File: config.mk
export PLATFORM = sky130hd
export DESIGN_NAME = nbit_bidirectional_piso_serializer
export DESIGN_NICKNAME = d
export VERILOG_FILES = /design/src/rtl/nbit_bidirectional_piso_serializer_pkg.sv /design/src/rtl/nbit_bidirectional_piso_serializer.sv
export SDC_FILE = /design/constraint.sdc
export NUM_CORES = 1
export LEC_CHECK = 0
export ABC_CLOCK_PERIOD_IN_PS = 1400
export CAP_MARGIN = 20
export CELL_PAD_IN_SITES_DETAIL_PLACEMENT = 0
export CELL_PAD_IN_SITES_GLOBAL_PLACEMENT = 1
export CORE_MARGIN = 1
export CORE_UTILIZATION = 34
export DETAILED_ROUTE_END_ITERATION = 12
export GPL_TIMING_DRIVEN = 0
export PLACE_DENSITY = 0.8
export SLEW_MARGIN = 10
export SYNTH_ARGS = -nofsm -noshare
export SYNTH_HDL_FRONTEND = slang
export SYNTH_SLANG_ARGS = --single-unit
File: constraint.sdc
create_clock -name clk -period 1.4 [get_ports clk]
set_input_delay 0.28 -clock clk [delete_from_list [all_inputs] [get_ports clk]]
set_output_delay 0.28 -clock clk [all_outputs]
set_load 0.005 [all_outputs]
File: src/rtl/nbit_bidirectional_piso_serializer_pkg.sv
// rtl/nbit_bidirectional_piso_serializer_pkg.sv - shared encodings for the PISO serializer and its receiver
package nbit_bidirectional_piso_serializer_pkg;

  localparam logic DIR_LSB_FIRST = 1'b0;
  localparam logic DIR_MSB_FIRST = 1'b1;

  typedef enum logic {
    IDLE  = 1'b0,
    SHIFT = 1'b1
  } state_e;

endpackage

File: src/rtl/nbit_bidirectional_piso_serializer.sv
// rtl/nbit_bidirectional_piso_serializer.sv - parallel-in serial-out shifter, LSB- or MSB-first per frame
module nbit_bidirectional_piso_serializer
  import nbit_bidirectional_piso_serializer_pkg::*;
#(
  parameter int MSB = 16
) (
  input  logic           clk,
  input  logic           resetn,
  input  logic [MSB-1:0] indata,
  input  logic           load_valid,
  output logic           load_ready,
  input  logic           direction,
  input  logic           enable,
  output logic           outdata,
  output logic           out_valid,
  output logic           last,
  output logic           done
);

  localparam int CW = $clog2(MSB);
  localparam logic [CW-1:0] LAST_IDX = CW'(MSB - 1);

  state_e         state_q;
  logic [MSB-1:0] shift_q;
  logic [MSB-1:0] shift_d;
  logic           dir_q;
  logic [CW-1:0]  count_q;
  logic           done_q;

  logic in_shift;
  logic last_bit;
  logic beat;
  logic load_acc;

  assign in_shift = (state_q == SHIFT);
  assign last_bit = in_shift && (count_q == LAST_IDX);
  assign beat     = in_shift && enable;
  assign load_acc = load_valid && load_ready;

  // A new word may slip in on the final beat so frames run back-to-back.
  assign load_ready = !in_shift || (last_bit && enable);

  always_comb begin
    shift_d = shift_q;
    if (dir_q == DIR_MSB_FIRST) begin
      shift_d = {shift_q[MSB-2:0], 1'b0};
    end else begin
      shift_d = {1'b0, shift_q[MSB-1:1]};
    end
  end

  always_ff @(posedge clk or negedge resetn) begin
    if (!resetn) begin
      state_q <= IDLE;
      shift_q <= '0;
      dir_q   <= DIR_LSB_FIRST;
      count_q <= '0;
      done_q  <= 1'b0;
    end else begin
      done_q <= beat && last_bit;
      if (load_acc) begin
        state_q <= SHIFT;
        shift_q <= indata;
        dir_q   <= direction;
        count_q <= '0;
      end else if (beat) begin
        shift_q <= shift_d;
        if (last_bit) begin
          state_q <= IDLE;
          count_q <= '0;
        end else begin
          count_q <= count_q + CW'(1);
        end
      end
    end
  end

  assign outdata   = in_shift && ((dir_q == DIR_MSB_FIRST) ? shift_q[MSB-1] : shift_q[0]);
  assign out_valid = in_shift;
  assign last      = last_bit;
  assign done      = done_q;

endmodule
==> flow_summary.yaml <==
pwr:
  p_int_mw: 1.86
  pwr-share-seq_pct: 42.6
  p_leak_nw: 0.833
  p_sw_share_pct: 37.6
  max-vdd-ir-drop_mv: 0.639
  combPwrFrac_pct: 47.1
  power_frac_clock_pct: 10.3
  power.switching_mw: 1.12
  p_per_area_nw_per_um2: 1590
run:
  drv_cap: 0
timing:
  fmax_mhz: 631
  fin_skew_ps: 8.46
  drv_slew: 0
  finalSetupViolCount: 21
  fin_ws_ps: -184
  timing.final.hold_violations: 0
  period_needed_ps: 1580
  finalCritPeriodShare_pct: 113
  grt_setup_unrepaired: "true"
  worst_hold_slack_ps: 201
  relSlewSlack_pct: 71.7
  worstMarginPinSlew_ps: 413
route:
  dr.pass1.iters: 4
  wl_per_cell_um: 15.1
  wl_um: 3170
  vias: 1080
  drc: 0
  detail-route-antenna-nets: 0
  drtIter0Drc: 60
  avgViaCountPerCell: 5.17
grt:
  grt_max_degree: 24
  grt_pass1_vias: 1147
  overflow: 0
  globalRouteTotalUtil_pct: 17.3
  grt_pass1_wl_um: 5360
  antenna_found_initial: 0
logic_synthesis:
  netlist_area_um2: 1240
  synth-seq-cells: 23
  yosys_warnings: 0
  synth_most_common_cell: "dfrtp_1"
  yosysTopAreaCell: "dfrtp_1"
  synth_common_cells: "dfrtp_1 (23), nor2_1 (18), mux2i_1 (16)"
  yosysSeqAreaShare_pct: 46.5
  avgSynthCellArea_um2: 10.2
  ys.flop_type: "dfrtp_1"
  synthDistinctLibCells: 24
  synth.area.top_cells: "dfrtp_1 (46%), mux2i_1 (13%), a221oi_1 (9.9%), nor2_1 (5.5%), inv_1 (4.5%)"
  synth_edf_count: 0
  syn-num-nets: 143
  async_reset_ff_share_pct: 100
  postSynthCellCount: 121
  netlist.area_leader.share_pct: 46.5
clock_network:
  max-clock-path-buffers: 2
  cts_tree: "done"
  cts-buffers-inserted: 3
  root_buffer: "clkbuf_4"
  clk_pin_slew_ps: 130
  insertion_delay_ps: 310
  cts_num_sinks: 23
  cts-htree-levels: 1
place:
  post-place-ws_ps: -547
  gp_congestion: 0.754
  hpwlAfterDp_um: 1930
  portBuffers: 25
outcome:
  violations: "negative setup slack"
  status: "finished, violations left"
floorplan:
  die_y_um: 62.4
  num_rows: 21
  ios: 26
  die-area_um2: 3890
  core_area_um2: 3420
  die_x_um: 62.4
  start_util_pct: 36.3
min_path:
  min-delay-path-class: "primary input to async pin"
final_layout:
  areaGrowthSynthToFinish_pct: 51.7
  fillCellCount: 309
  nNetsFinal: 186
  antenna-diode-count: 0
  drive_above_1_share_pct: 32.5
critical_path:
  path_class: "flop to primary output"
  endpoint_kind: "primary output"
  critPathArrivalTime_ps: 1300
  cp.required_ps: 1120
  worstPathMaxFanout: 2
  cp-start-kind: "flop"
cell families after synthesis:
group | Yosys count | share of synthesized area, %
AOI/OAI and AO/OA | 22 | 16.3
xor gates and xnor gates | 2 | 1.41
adders and majority gates | 1 | 1.01
buffers and inverters | 21 | 7.78
DFF | 23 | 46.5
muxes | 18 | 14.7
and+or+nand+nor | 34 | 12.3
state kept, by name, indices dropped and copies added, names as in the netlist:
| signal | cells |
|---|---|
| shift_q | 16 |
| dir_q | 1 |
| done | 1 |
| out_valid | 1 |
| count_q | 4 |
through the flow:
stage          cells  TNS [ps]  util [%]  area, µm²  power (mW)
3_3_place_gp     192    -13720      45.3       1550        2.18
3_5_place_dp     192    -13610      45.3       1550        2.22
6_report         209     -2350      55.0       1880        2.98
5_1_grt          209     -3560      55.0       1880        3.21
2_1_floorplan    121         0         -       1240        1.90
4_1_cts          207     -1490      53.6       1830        2.97
worst max-delay path: stages, from the launching register on:
cell and delay [ps]:
dfrtp_1 440, ha_4 200, buf_12 120, nand4_4 60
nand2_2 60, buf_2 120
cells in the final DEF, fill, tap and decap left out, drive strengths merged, types with 2 or more instances in the layout:
cell           synthesis  layout
a221o                  2       2
and2                   3       3
clkbuf                 0       3
clkdlybuf4s50          0      19
mux2                   2       2
nor2                  18      18
inv                   15      15
a221oi                14      14
nand3                  3       3
o21ai                  3       3
dfrtp                 23      23
mux2i                 16      16
buf                    6      22
dlygate4sd2            0       3
nand2                  7       7
area by class of cell:
class	count	area [µm²]	share of cell area, %
multi-input combinational	77	727	38.7
sequential	23	579	30.8
timing repair buffer	40	387	20.6
tap	46	57.6	3.06
inverter	15	56.3	3.00
buffer	4	45.0	2.40
clock buffer	3	22.5	1.20
clock inverter	1	5.00	0.266
power groups by stage:
stage,clock network [mW],logic [mW],registers [mW]
final,0.306,1.41,1.27
after global placement,0,0.983,1.20
after floorplan,0,0.766,1.14
after global routing,0.358,1.54,1.32
after CTS,0.324,1.41,1.24
after detailed placement,0,1.01,1.21
what timing repair did:
action	4_1_cts	5_1_grt
endpoints found under the setup margin	21	21
gates resized for setup	53	6
gates cloned	1	0
pin swaps	19	11
buffers inserted	10	3
hold buffers	0	0
routing by layer:
layer	vias up	global-route usage, %	wire length [µm]
met5	-	0	0
met4	0	6.69	30
met3	4	2.57	139
met2	28	29.5	1580
met1	535	21.8	1410
li1	513	-	-
final timing paths:
check                                start     endpoint  slack, ps  cells after the start
worst max-delay path            count_q[0]   load_ready       -180                      5
worst min-delay path                resetn  shift_q[12]        200                      1
worst max register to register  count_q[0]   shift_q[0]       -160                      7
worst min register to register  shift_q[1]   shift_q[1]        620                      2
max in group asynchronous           resetn   count_q[3]        750                      2
min in group clk                 indata[4]   shift_q[4]        500                      3
Power figures use the tool's default switching activity.
